--- src/rtl/packet_framer_tx.sv ---
// Packet framer: drains the packet buffer read port and emits SYNC, LENGTH,
// payload, CHECK frames on a valid/ready link with a minimum inter-frame gap.
module packet_framer_tx #(
    parameter int unsigned          DATA_BITS   = 8,
    parameter int unsigned          LENGTH_BITS = 8,
    parameter logic [DATA_BITS-1:0] SYNC_WORD   = DATA_BITS'(8'hA5),
    parameter int unsigned          GAP_CYCLES  = 2
) (
    input  logic                   clk,
    input  logic                   rst,
    output logic                   buf_pop,
    input  logic                   buf_nempty,
    input  logic [DATA_BITS-1:0]   buf_data,
    input  logic [LENGTH_BITS-1:0] buf_length,
    input  logic                   buf_start,
    input  logic                   buf_end,
    output logic [DATA_BITS-1:0]   tx_data,
    output logic                   tx_valid,
    input  logic                   tx_ready,
    output logic                   busy,
    output logic [15:0]            frames_sent,
    output logic                   err_align,
    output logic                   err_length
);

    localparam int unsigned CNT_BITS = LENGTH_BITS + 1;
    localparam int unsigned GAP_BITS = (GAP_CYCLES < 2) ? 1 : $clog2(GAP_CYCLES + 1);

    localparam logic [2:0] S_IDLE    = 3'd0;
    localparam logic [2:0] S_LEN     = 3'd1;
    localparam logic [2:0] S_PAYLOAD = 3'd2;
    localparam logic [2:0] S_CHECK   = 3'd3;
    localparam logic [2:0] S_GAP     = 3'd4;

    logic [2:0]             r_state,      w_state;
    logic [GAP_BITS-1:0]    r_gap_cnt,    w_gap_cnt;
    logic [DATA_BITS-1:0]   r_tx_data,    w_tx_data;
    logic                   r_tx_valid,   w_tx_valid;
    logic [15:0]            r_frames,     w_frames;
    logic                   r_err_align,  w_err_align;
    logic                   r_err_length, w_err_length;
    logic                   r_busy,       w_busy;
    logic [DATA_BITS-1:0]   r_csum,       w_csum;
    logic [LENGTH_BITS-1:0] r_len,        w_len;
    logic [CNT_BITS-1:0]    r_count,      w_count;
    logic                   r_mismatch,   w_mismatch;
    logic                   w_pop;
    logic                   w_free;
    logic                   w_gap_done;
    logic [CNT_BITS-1:0]    w_count_inc;

    // State and datapath registers
    always_ff @(posedge clk or posedge rst) begin
        if (rst) begin
            r_state      <= S_IDLE;
            r_gap_cnt    <= '0;
            r_tx_data    <= '0;
            r_tx_valid   <= 1'b0;
            r_frames     <= '0;
            r_err_align  <= 1'b0;
            r_err_length <= 1'b0;
            r_busy       <= 1'b0;
            r_csum       <= '0;
            r_len        <= '0;
            r_count      <= '0;
            r_mismatch   <= 1'b0;
        end else begin
            r_state      <= w_state;
            r_gap_cnt    <= w_gap_cnt;
            r_tx_data    <= w_tx_data;
            r_tx_valid   <= w_tx_valid;
            r_frames     <= w_frames;
            r_err_align  <= w_err_align;
            r_err_length <= w_err_length;
            r_busy       <= w_busy;
            r_csum       <= w_csum;
            r_len        <= w_len;
            r_count      <= w_count;
            r_mismatch   <= w_mismatch;
        end
    end

    // Next-state, output-register load and buffer pop decisions
    always_comb begin
        w_state      = r_state;
        w_gap_cnt    = r_gap_cnt;
        w_tx_data    = r_tx_data;
        w_tx_valid   = r_tx_valid && !tx_ready;
        w_frames     = r_frames;
        w_err_align  = 1'b0;
        w_err_length = 1'b0;
        w_csum       = r_csum;
        w_len        = r_len;
        w_count      = r_count;
        w_mismatch   = r_mismatch;
        w_pop        = 1'b0;
        w_free       = !r_tx_valid || tx_ready;
        w_count_inc  = r_count + CNT_BITS'(1);
        // Counter reaches zero this cycle, so SYNC goes valid GAP_CYCLES idle cycles after CHECK
        w_gap_done   = (r_gap_cnt <= GAP_BITS'(1));

        case (r_state)
            S_IDLE: begin
                if (r_gap_cnt != '0) begin
                    w_gap_cnt = r_gap_cnt - GAP_BITS'(1);
                end
                if (w_gap_done && buf_nempty) begin
                    if (!buf_start) begin
                        w_pop       = 1'b1;
                        w_err_align = 1'b1;
                    end else if (w_free) begin
                        w_tx_data  = SYNC_WORD;
                        w_tx_valid = 1'b1;
                        w_len      = buf_length;
                        w_count    = '0;
                        w_mismatch = 1'b0;
                        w_state    = S_LEN;
                    end
                end
            end
            S_LEN: begin
                if (w_free) begin
                    w_tx_data  = DATA_BITS'(r_len);
                    w_tx_valid = 1'b1;
                    w_csum     = DATA_BITS'(r_len);
                    w_state    = S_PAYLOAD;
                end
            end
            S_PAYLOAD: begin
                if (w_free && buf_nempty) begin
                    // A start flag past the first word means the packet was truncated; leave it for the next frame
                    if (buf_start && (r_count != '0)) begin
                        w_mismatch = 1'b1;
                        w_state    = S_CHECK;
                    end else begin
                        w_pop      = 1'b1;
                        w_tx_data  = buf_data;
                        w_tx_valid = 1'b1;
                        w_csum     = r_csum ^ buf_data;
                        w_count    = w_count_inc;
                        if (buf_end) begin
                            w_mismatch = (w_count_inc != CNT_BITS'(r_len));
                            w_state    = S_CHECK;
                        end
                    end
                end
            end
            S_CHECK: begin
                if (w_free) begin
                    w_tx_data    = r_mismatch ? ~r_csum : r_csum;
                    w_tx_valid   = 1'b1;
                    w_err_length = r_mismatch;
                    w_state      = S_GAP;
                end
            end
            S_GAP: begin
                if (r_tx_valid && tx_ready) begin
                    w_frames  = r_frames + 16'd1;
                    w_gap_cnt = GAP_BITS'(GAP_CYCLES);
                    w_state   = S_IDLE;
                end
            end
            default: begin
                w_state = S_IDLE;
            end
        endcase

        w_busy = (w_state != S_IDLE);
    end

    assign buf_pop     = w_pop && !rst;
    assign tx_data     = r_tx_data;
    assign tx_valid    = r_tx_valid;
    assign busy        = r_busy;
    assign frames_sent = r_frames;
    assign err_align   = r_err_align;
    assign err_length  = r_err_length;

endmodule

--- config.mk ---
export PLATFORM = sky130hd
export DESIGN_NAME = packet_framer_tx
export DESIGN_NICKNAME = d
export VERILOG_FILES = /design/src/rtl/packet_framer_tx.sv
export SDC_FILE = /design/constraint.sdc
export NUM_CORES = 1
export LEC_CHECK = 0
export BUFFER_PORTS_ARGS = -buffer_cell sky130_fd_sc_hd__buf_4
export CAP_MARGIN = 30
export CORE_AREA = 2 2 109 111
export DETAILED_ROUTE_END_ITERATION = 8
export DIE_AREA = 0 0 111 113
export HOLD_SLACK_MARGIN = 0.03
export PLACE_DENSITY = 0.45
export SYNTH_ARGS = -nofsm -noshare
export SYNTH_HDL_FRONTEND = slang
export SYNTH_SLANG_ARGS = --single-unit
--- constraint.sdc ---
create_clock -name clk -period 2.7 [get_ports clk]
set_input_delay 0.135 -clock clk [delete_from_list [all_inputs] [get_ports clk]]
set_output_delay 0.135 -clock clk [all_outputs]
set_load 0.02 [all_outputs]
==> results of run 1 <==
synth_stat cells (2+ instances only):
master | number | share of area (%)
dfrtp_1 | 59 | 45
o21ai_0 | 28 | 4.2
xnor2_1 | 25 | 6.6
nand2_1 | 24 | 2.7
nor2_1 | 23 | 2.6
inv_1 | 14 | 1.6
nand3_1 | 13 | 2.0
nor3_1 | 13 | 2.0
a21oi_1 | 12 | 1.8
mux2_2 | 10 | 3.4
xor2_1 | 10 | 2.6
nand4_1 | 9 | 1.7
mux2_1 | 8 | 2.7
nand2b_1 | 8 | 1.5
clkbuf_1 | 7 | 0.79
buf_2 | 6 | 0.91
a22o_1 | 5 | 1.3
a22oi_1 | 5 | 1.1
ha_1 | 5 | 1.9
o21bai_1 | 4 | 0.91
o22ai_1 | 4 | 0.76
and4_1 | 3 | 0.79
nor4_1 | 3 | 0.57
a21o_1 | 2 | 0.45
and2_1 | 2 | 0.38
and3_1 | 2 | 0.38
buf_1 | 2 | 0.23
buf_4 | 2 | 0.45
nand3b_1 | 2 | 0.45
o211ai_1 | 2 | 0.45
o21ai_1 | 2 | 0.30
o31ai_1 | 2 | 0.45
routing by layer:
| metal | share of wire, % | track usage (%) | wire length, microns |
|---|---|---|---|
| met5 | 0 | 0 | 0 |
| met4 | 1.7 | 5.17 | 139 |
| met3 | 3.8 | 3.05 | 321 |
| met2 | 46 | 22.0 | 3870 |
| met1 | 48 | 18.7 | 4030 |
cell type report:
class | count | area share (%)
clock buffer | 12 | 6.32
clock inverter | 4 | 2.25
inverter | 14 | 1.25
tap | 143 | 4.24
sequential | 59 | 35.0
multi-input combinational | 249 | 40.2
timing repair buffer | 60 | 10.7
path summary, 6_finish.rpt:
check,end,slack (ns),depth (start not counted),start
worst max register to register,r_csum[4],0.42,5,r_state[0]
worst min-delay path,r_len[7],0.05,2,buf_length[7]
max in group asynchronous,r_len[0],1.92,4,rst
min in group asynchronous,err_length,0.45,4,rst
worst min register to register,frames_sent[15],0.46,1,frames_sent[15]
worst max-delay path,buf_pop,0.40,8,r_count[0]
power groups by stage:
| stage | logic, mW | clock network, mW | registers (mW) |
|---|---|---|---|
| floorplan | 1.41 | 0 | 1.43 |
| global placement | 1.84 | 0 | 1.55 |
| detailed placement | 1.86 | 0 | 1.56 |
| CTS | 1.88 | 1.41 | 1.55 |
| global route | 2.08 | 1.45 | 1.60 |
| finish | 1.85 | 1.38 | 1.55 |
kinds of logic (layout without fill, tap and decap cells):
group | after synthesis | after routing
AOI/OAI and AO/OA | 75 | 75
xor gates and xnor gates | 35 | 35
and+or+nand+nor | 115 | 115
buffers and inverters | 32 | 90
adders and majority gates | 5 | 5
DFF | 59 | 59
muxes | 19 | 19
layout by cell type, fill, tap and decap left out, types with 4 or more instances in the layout:
cell type	n
mux2_1	8
o21ai_0	28
clkbuf_16	9
ha_1	5
inv_1	13
a21oi_1	12
xnor2_1	25
nand4_1	9
nor2_1	23
dfrtp_1	59
xor2_1	10
nand2_1	24
a22o_1	5
nand3_1	13
nor3_1	13
buf_4	59
nand2b_1	8
o21bai_1	4
mux2_2	10
a22oi_1	5
o22ai_1	4
state kept, by name (all words and copies together), names as in the netlist:
register	cells
tx_valid	1
err_length	1
r_len	8
tx_data	8
busy	1
r_state	3
r_gap_cnt	2
frames_sent	16
r_csum	8
r_mismatch	1
r_count	9
err_align	1
through the flow:
step	cells	setup WS, ns	cell area [sq um]	util [%]
4_1_cts	541	0.385	4220	37.4
6_report	541	0.396	4220	37.4
2_1_floorplan	340	0.754	3310	-
3_3_place_gp	524	0.499	3850	34.1
3_5_place_dp	524	0.436	3850	34.1
5_1_grt	541	0.183	4220	37.4
==> out/results.ini, run 1 <==
[yosys]
ys_warn_count=0
synth_seq_cells=59
async_flop_share_pct=100
synth-seq-area-share_pct=44.6
avgSynthCellArea_sq_um=9.73
netlist_area_sq_um=3310
synthAdderAreaFrac_pct=1.89
ys_types=56
synth_mux_area_share_pct=6.43
postSynthCellCount=340
syn_nets=367
synth_edf_count=0
synthSimpleGateAreaFrac_pct=18.9
dominantRegCellSynth=dfrtp_1
synth_top_family_by_area=simple AND/OR/NAND/NOR gates
synth_compound_area_share_pct=14.8
synth_xor_xnor_area_share_pct=9.27

[cells_and_area]
regArea_sq_um=1480
area_delta_synth_final_pct=27.5
fill_cells=1130
layout-drive-gt1-share_pct=23.6
nets=420
antenna_cells=0
multi_input_area_sq_um=1700

[floorplan]
die_w_microns=111
die_y_microns=113
ios=51
core_sq_um=11300
start_util_pct=29.3
die_area_sq_um=12500
rows=39

[timing]
final_max_slew_viol_count=0
worst_slew_pin_slew_ns=0.638
finalSetupViolCount=0
relSlewSlack_pct=57.5
worst_clock_skew_ns=0.00720
holdWs_ns=0.0469
fmax_mhz=434
finalCriticalPeriod_ns=2.30
finalHoldViolations=0
finalCritPeriodShare_pct=85.3
final.setup.tns_ns=0
rsz0062_at_grt=no

[grt]
antenna_found_initial=0
grt_use_total_pct=13.9
grt_max_degree=32
grt_pass1_vias=2613
grt_pass1_wl_microns=13700
grt.overflow.total=0

[status]
status=completed

[setup_path]
start_kind=flop
slowest_stage=dfrtp_1
cp_common_cell=buf_4
end_kind=primary output
crit_arrival_ns=2.17
cp.required_ns=2.57
cp_num_buf_inv=3
cp_cell_sequence=inv_1 > ha_1 > nor4b_1 > a21boi_1 > buf_4 > nor2_1 > o211a_1 > buf_4
path_max_fanout=7
worstSetupPathType=flop to primary output
cpPeakStageDelay_ns=0.50
cp_top_family=compound AO/OA/AOI/OAI gates

[power_and_ir_drop]
p_leak_nw=1.91
p_sw_share_pct=37.5
totalPowerFinal_mw=4.78
power_frac_comb_pct=38.7
switchingPower_mw=1.79
power_density_nw_per_um2=1130
vdd_drop_max_mv=0.401
intPower_mw=2.99
pwr-share-seq_pct=32.4
pwr-share-clk_pct=28.9

[clock_tree]
clk_pin_slew_ns=0.05
cts_tree=done
htree_levels=3
cts_setup_buffers=0
clock-root-buffer=clkbuf_16
cts_sinks=59
cts_resized=0
clock_path_buffers=2
insertion_delay_ns=0.32
numCtsBuffers=9
ctsHoldBuffers=1

[run]
maxCapViolations=0

[route]
drt_drc_violations_left=0
drtIter0Drc=101
dr.pass1.iters=4
vias=2676
vias_per_cell=4.95
postRouteAntennaNets=0
wirelength_microns=8360
drt-wirelength-per-cell_microns=15.4

[place]
place_congestion=0.826
dpl.hpwl_microns=6020
port_buffers=50

[hold_path]
holdCritPathClass=primary input to flop

Note: power is estimated with default switching activity, not from simulation.
==> inputs of run 2 (changes only) <==
--- a/config.mk
+++ b/config.mk
@@ -7,11 +7,11 @@
 export LEC_CHECK = 0
 export BUFFER_PORTS_ARGS = -buffer_cell sky130_fd_sc_hd__buf_4
 export CAP_MARGIN = 30
-export CORE_AREA = 2 2 109 111
+export CORE_AREA = 2 2 81 83
 export DETAILED_ROUTE_END_ITERATION = 8
-export DIE_AREA = 0 0 111 113
+export DIE_AREA = 0 0 83 85
 export HOLD_SLACK_MARGIN = 0.03
-export PLACE_DENSITY = 0.45
+export PLACE_DENSITY = 0.74
 export SYNTH_ARGS = -nofsm -noshare
 export SYNTH_HDL_FRONTEND = slang
 export SYNTH_SLANG_ARGS = --single-unit
==> out/results.ini, run 2 (synthesized netlist as in run 1, its figures left out) <==
[timing]
relSlewSlack_pct=60.6  ; was 57.5%
worst_clock_skew_ns=0.00803  ; was 0.00720 ns
finalCriticalPeriod_ns=2.51  ; was 2.30 ns
finalSetupViolCount=0  ; unchanged
finalHoldViolations=0  ; unchanged
final.setup.tns_ns=0  ; unchanged
rsz0062_at_grt=no  ; unchanged
finalCritPeriodShare_pct=92.8  ; was 85.3%
holdWs_ns=0.0364  ; was 0.0469 ns
fmax_mhz=399  ; was 434 MHz
final_max_slew_viol_count=0  ; unchanged
worst_slew_pin_slew_ns=0.592  ; was 0.638 ns

[clock_tree]
htree_levels=3  ; unchanged
insertion_delay_ns=0.33  ; was 0.32 ns
clk_pin_slew_ns=0.07  ; was 0.05 ns
cts_resized=0  ; unchanged
numCtsBuffers=9  ; unchanged
clock_path_buffers=2  ; unchanged
clock-root-buffer=clkbuf_8  ; was clkbuf_16
ctsHoldBuffers=5  ; was 1
cts_sinks=59  ; unchanged
cts_setup_buffers=0  ; unchanged
cts_tree=done  ; unchanged

[cells_and_area]
fill_cells=497  ; was 1130
largest_reg_flops=16  ; unchanged
nets=422  ; was 420
layout-drive-gt1-share_pct=22.8  ; was 23.6%
final_area_sq_um=3960  ; was 4220 sq um
final_common_cell=dfrtp_1
antenna_cells=0  ; unchanged
layout_common_cells=59 x dfrtp_1, 57 x buf_4, 28 x o21ai_0  ; was 59 x dfrtp_1, 59 x buf_4, 28 x o21ai_0
area_delta_synth_final_pct=19.7  ; was 27.5%

[floorplan]
core_sq_um=6200  ; was 11300 sq um
die_y_microns=85  ; was 113 microns
die_w_microns=83  ; was 111 microns
start_util_pct=53.3  ; was 29.3%
rows=29  ; was 39
die_area_sq_um=7060  ; was 12500 sq um
ios=51  ; unchanged

[setup_path]
path_max_fanout=8  ; was 7
end_kind=primary output  ; unchanged
cp_common_cell=buf_4  ; unchanged
crit_arrival_ns=2.37  ; was 2.17 ns
cp_cell_sequence=inv_1 > ha_1 > nor4b_1 > a21boi_1 > nor2_1 > buf_4 > o211a_1 > buf_4  ; was inv_1 > ha_1 > nor4b_1 > a21boi_1 > buf_4 > nor2_1 > o211a_1 > buf_4
slowest_stage=dfrtp_1  ; unchanged
cp.required_ns=2.57  ; about the same
worstSetupPathType=flop to primary output  ; unchanged
start_kind=flop  ; unchanged
cp_top_family=compound AO/OA/AOI/OAI gates  ; unchanged
cp_num_buf_inv=3  ; unchanged
cpPeakStageDelay_ns=0.48  ; was 0.50 ns

[power_and_ir_drop]
vdd_drop_max_mv=0.569  ; was 0.401 mV
p_leak_nw=1.82  ; was 1.91 nW
power_density_nw_per_um2=1010  ; was 1130 nW/um^2

[place]
post_dp_cell_area_sq_um=3750  ; was 3850 sq um
port_buffers=50  ; unchanged
place_congestion=0.848  ; was 0.826
dpl.hpwl_microns=5280  ; was 6020 microns

[route]
vias=2690  ; was 2676
drt_drc_violations_left=0  ; unchanged
vias_per_cell=5.64  ; was 4.95
wirelength_microns=7330  ; was 8360 microns
drtIter0Drc=147  ; was 101
postRouteAntennaNets=0  ; unchanged
drt-wirelength-per-cell_microns=15.4  ; about the same
dr.pass1.iters=4  ; unchanged

[grt]
grt_max_degree=26  ; was 32
grt_use_total_pct=22.3  ; was 13.9%
grt_pass1_wl_microns=12800  ; was 13700 microns
grt.overflow.total=0  ; unchanged
antenna_found_initial=0  ; unchanged
grt_pass1_vias=2644  ; was 2613

[hold_path]
holdCritPathClass=primary input to flop  ; unchanged

[status]
status=completed  ; unchanged

[run]
maxCapViolations=0  ; unchanged

[run 2: worst register-to-register path, cell delays in order, from the launching register on]
cell and delay, ns:
dfrtp_1 0.48, inv_1 0.08, ha_1 0.20, nor4b_1 0.13
a21boi_1 0.48, nand3b_1 0.18, a21o_1 0.33, mux2_1 0.36
[run 2: power by group]
part	total (mW)	internal, mW	switching, mW
clock	0.672	0.324	0.348
sequential	1.53	1.14	0.384
combinational	1.81	0.856	0.957
total	4.01	2.32	1.69
[run 2: layout make-up]
cell class / instances / area, sq um / share of cell area (%)
flip-flops and latches: 59 / 1480 / 37.3
clock buffers: 10 / 128 / 3.22
well taps: 77 / 96.3 / 2.43
repair buffers: 62 / 478 / 12.1
inverters: 14 / 52.6 / 1.33
clock inverters: 6 / 32.5 / 0.822
multi-input cells: 249 / 1700 / 42.8
[run 2: worst paths after layout]
kind | from | to | slack, ns | cells past startpoint
hold reg to reg | frames_sent[15] | frames_sent[15] | 0.48 | 1
setup reg to reg | r_count[0] | tx_data[7] | 0.33 | 7
setup / recovery | r_count[0] | buf_pop | 0.19 | 8
hold / removal | buf_length[4] | r_len[4] | 0.04 | 2
min in group asynchronous | rst | frames_sent[2] | 0.36 | 3
max in group asynchronous | rst | r_count[1] | 1.66 | 4
[run 2: metal layers]
layer	wire length (microns)	part of all wire, %	global-route usage, %	vias to the layer above
met5	0	0	0	-
met4	131	1.8	8.35	0
met3	389	5.3	3.70	15
met2	3270	45	34.6	77
met1	3540	48	31.8	1278
li1	-	-	-	1320
[run 2: metrics by stage]
stage	utilization, %	setup slack, ns	total power [mW]	instances
3_5_place_dp	60.4	0.346	3.34	456
3_3_place_gp	60.4	0.417	3.29	456
2_1_floorplan	-	0.754	2.84	340
6_report	63.8	0.194	4.01	477
4_1_cts	63.8	0.197	4.03	477
5_1_grt	63.8	0.0318	4.33	477
==> inputs of run 3 (changes only) <==
--- a/config.mk
+++ b/config.mk
@@ -7,11 +7,11 @@
 export LEC_CHECK = 0
 export BUFFER_PORTS_ARGS = -buffer_cell sky130_fd_sc_hd__buf_4
 export CAP_MARGIN = 30
-export CORE_AREA = 2 2 81 83
+export CORE_AREA = 2 2 84 86
 export DETAILED_ROUTE_END_ITERATION = 8
-export DIE_AREA = 0 0 83 85
+export DIE_AREA = 0 0 86 88
 export HOLD_SLACK_MARGIN = 0.03
-export PLACE_DENSITY = 0.74
+export PLACE_DENSITY = 0.72
 export SYNTH_ARGS = -nofsm -noshare
 export SYNTH_HDL_FRONTEND = slang
 export SYNTH_SLANG_ARGS = --single-unit
==> constraint.sdc (replaced) <==
create_clock -name clk -period 2.3 [get_ports clk]
set_input_delay 0.115 -clock clk [delete_from_list [all_inputs] [get_ports clk]]
set_output_delay 0.115 -clock clk [all_outputs]
set_load 0.02 [all_outputs]
==> out/results.ini, run 3 (synthesized netlist as in run 1, its figures left out) <==
[timing]
finalHoldViolations=0  ; unchanged
relSlewSlack_pct=59.5  ; was 60.6%
finalCriticalPeriod_ns=2.22
finalSetupViolCount=0  ; unchanged
final_max_slew_viol_count=0  ; unchanged
finalCritPeriodShare_pct=96.3
final.setup.tns_ns=0  ; unchanged
worst_slew_pin_slew_ns=0.607  ; was 0.592 ns
fmax_mhz=451
worst_clock_skew_ns=0.00890  ; was 0.00803 ns
rsz0062_at_grt=no  ; unchanged

[setup_path]
crit_arrival_ns=2.10  ; was 2.37 ns
rrSetupSlack_ns=0.13  ; was 0.33 ns
path_max_fanout=7  ; was 8
cpPeakStageDelay_ns=0.45  ; was 0.48 ns
cp_cell_sequence=inv_1 > ha_1 > nor4b_2 > a21boi_2 > buf_4 > nor2_1 > o211a_1 > buf_4  ; was inv_1 > ha_1 > nor4b_1 > a21boi_1 > nor2_1 > buf_4 > o211a_1 > buf_4
r2r_end=r_count[6]  ; was tx_data[7]
r2r_start=r_count[3]  ; was r_count[0]
worstSetupPathType=flop to primary output  ; unchanged
cp.required_ns=2.18  ; was 2.57 ns
reg2reg_depth=6  ; was 7
cp_common_cell=buf_4  ; unchanged
start_kind=flop  ; unchanged
end_kind=primary output  ; unchanged
cp_num_buf_inv=3  ; unchanged
cp_top_family=compound AO/OA/AOI/OAI gates  ; unchanged
slowest_stage=dfrtp_2  ; was dfrtp_1

[cells_and_area]
layout-drive-gt1-share_pct=24.8  ; was 22.8%
regArea_sq_um=1480  ; about the same
multi_input_area_sq_um=1710  ; was 1700 sq um
final_common_cell=buf_4  ; was dfrtp_1
largest_reg_flops=16  ; unchanged
antenna_cells=0  ; unchanged
layout_common_cells=64 x buf_4, 58 x dfrtp_1, 28 x o21ai_0  ; was 59 x dfrtp_1, 57 x buf_4, 28 x o21ai_0
nets=433  ; was 422
fill_cells=558  ; was 497
area_delta_synth_final_pct=24.5  ; was 19.7%

[clock_tree]
insertion_delay_ns=0.34  ; was 0.33 ns
numCtsBuffers=9  ; unchanged
cts_sinks=59  ; unchanged
htree_levels=3  ; unchanged
clock-root-buffer=clkbuf_8  ; unchanged
cts_tree=done  ; unchanged
clk_pin_slew_ns=0.08  ; was 0.07 ns
clock_path_buffers=2  ; unchanged

[floorplan]
die_w_microns=86  ; was 83 microns
ios=51  ; unchanged
die_area_sq_um=7570  ; was 7060 sq um
die_y_microns=88  ; was 85 microns
start_util_pct=49.8  ; was 53.3%
core_sq_um=6640  ; was 6200 sq um
rows=30  ; was 29

[status]
status=completed  ; unchanged

[hold_path]
holdPathStages=4  ; was 2
min_to=r_csum[2]  ; was r_len[4]
min-delay-start=buf_data[2]  ; was buf_length[4]
holdCritPathClass=primary input to flop  ; unchanged

[route]
drt-wirelength-per-cell_microns=16.6  ; was 15.4 microns
vias=2840  ; was 2690
wirelength_microns=8140  ; was 7330 microns
drt_drc_violations_left=0  ; unchanged
dr.pass1.iters=5  ; was 4
vias_per_cell=5.78  ; was 5.64
postRouteAntennaNets=0  ; unchanged
drtIter0Drc=229  ; was 147

[power_and_ir_drop]
power_density_nw_per_um2=1240  ; was 1010 nW/um^2
vdd_drop_max_mv=0.640  ; was 0.569 mV
p_leak_nw=1.90  ; was 1.82 nW
totalPowerFinal_mw=5.12  ; was 4.01 mW

[grt]
grt_pass1_vias=2743  ; was 2644
grt_max_degree=48  ; was 26
grt_use_total_pct=23.3  ; was 22.3%
grt_pass1_wl_microns=13700  ; was 12800 microns
antenna_found_initial=0  ; unchanged
grt.overflow.total=0  ; unchanged

[run]
maxCapViolations=0  ; unchanged

[place]
place_congestion=0.779  ; was 0.848
dpl.hpwl_microns=5580  ; was 5280 microns
port_buffers=50  ; unchanged

==> run 3: cell count changes in the layout (fill, tap and decap cells not counted), moves of 3 or more <==
cell,delta
buf_4,+7
dlygate4sd3_1,+4
clkbuf_8,+3
clkinv_2,-3
==> run 3: worst max path at each step <==
| stage | startpoint | to | slack [ns] | cells after the start |
|---|---|---|---|---|
| 6_report | r_count[0] | buf_pop | 0.08 | 8 |
| 5_1_grt | r_count[0] | buf_pop | 0.004 | 8 |
| 4_1_cts | r_count[0] | buf_pop | 0.006 | 8 |
| 3_5_place_dp | r_count[0] | tx_data[0] | 0.08 | 7 |
| 3_3_place_gp | r_count[0] | tx_data[2] | 0.14 | 7 |
| 2_1_floorplan | r_count[0] | tx_data[0] | 0.35 | 8 |
==> run 3: metal layers <==
metal	wire length, microns	GRT usage (%)	up-vias
li1	-	-	1339
met1	3760	33.0	1410
met2	3800	35.9	78
met3	429	4.24	13
met4	151	8.23	0
met5	0	0	-
==> run 3: cell type report <==
type / count / area share (%)
Timing Repair Buffer: 73 / 13.9
Tap cell: 80 / 2.43
Multi-Input combinational cell: 249 / 41.4
Sequential cell: 59 / 35.9
Clock buffer: 12 / 4.01
Inverter: 14 / 1.28
Clock inverter: 4 / 1.15
==> run 3: worst min-delay path: cells and delay by family <==
kind	cells	cell delay, ns
buffers and inverters	1	0.09
AND/OR/NAND/NOR	1	0.06
AO/OA/AOI/OAI	2	0.13
==> run 3: power breakdown <==
| group | leakage (nW) | internal (mW) | switching [mW] |
|---|---|---|---|
| sequential | 0.746 | 1.34 | 0.409 |
| clock | 0.108 | 0.586 | 0.440 |
| combinational | 1.04 | 1.08 | 1.26 |
| total | 1.90 | 3.01 | 2.11 |
==> run 3: what timing repair did <==
action | CTS | global route
setup endpoints to repair | 5 | 10
setup buffers | 0 | 2
pin swaps | 1 | 1
hold buffers | 9 | 0
gates resized for setup | 1 | 2
hold endpoints to repair | 20 | 0
==> run 3: metrics by stage <==
stage | instances | setup WS (ns) | util [%] | hold WS, ns | area (sq um)
2_1_floorplan | 340 | 0.354 | - | 0.267 | 3310
3_3_place_gp | 464 | 0.142 | 57.0 | 0.0964 | 3790
3_5_place_dp | 464 | 0.0827 | 57.0 | 0.0951 | 3790
4_1_cts | 489 | 0.00555 | 61.7 | 0.102 | 4100
5_1_grt | 491 | 0.00379 | 62.0 | 0.125 | 4120
6_report | 491 | 0.0841 | 62.0 | 0.104 | 4120
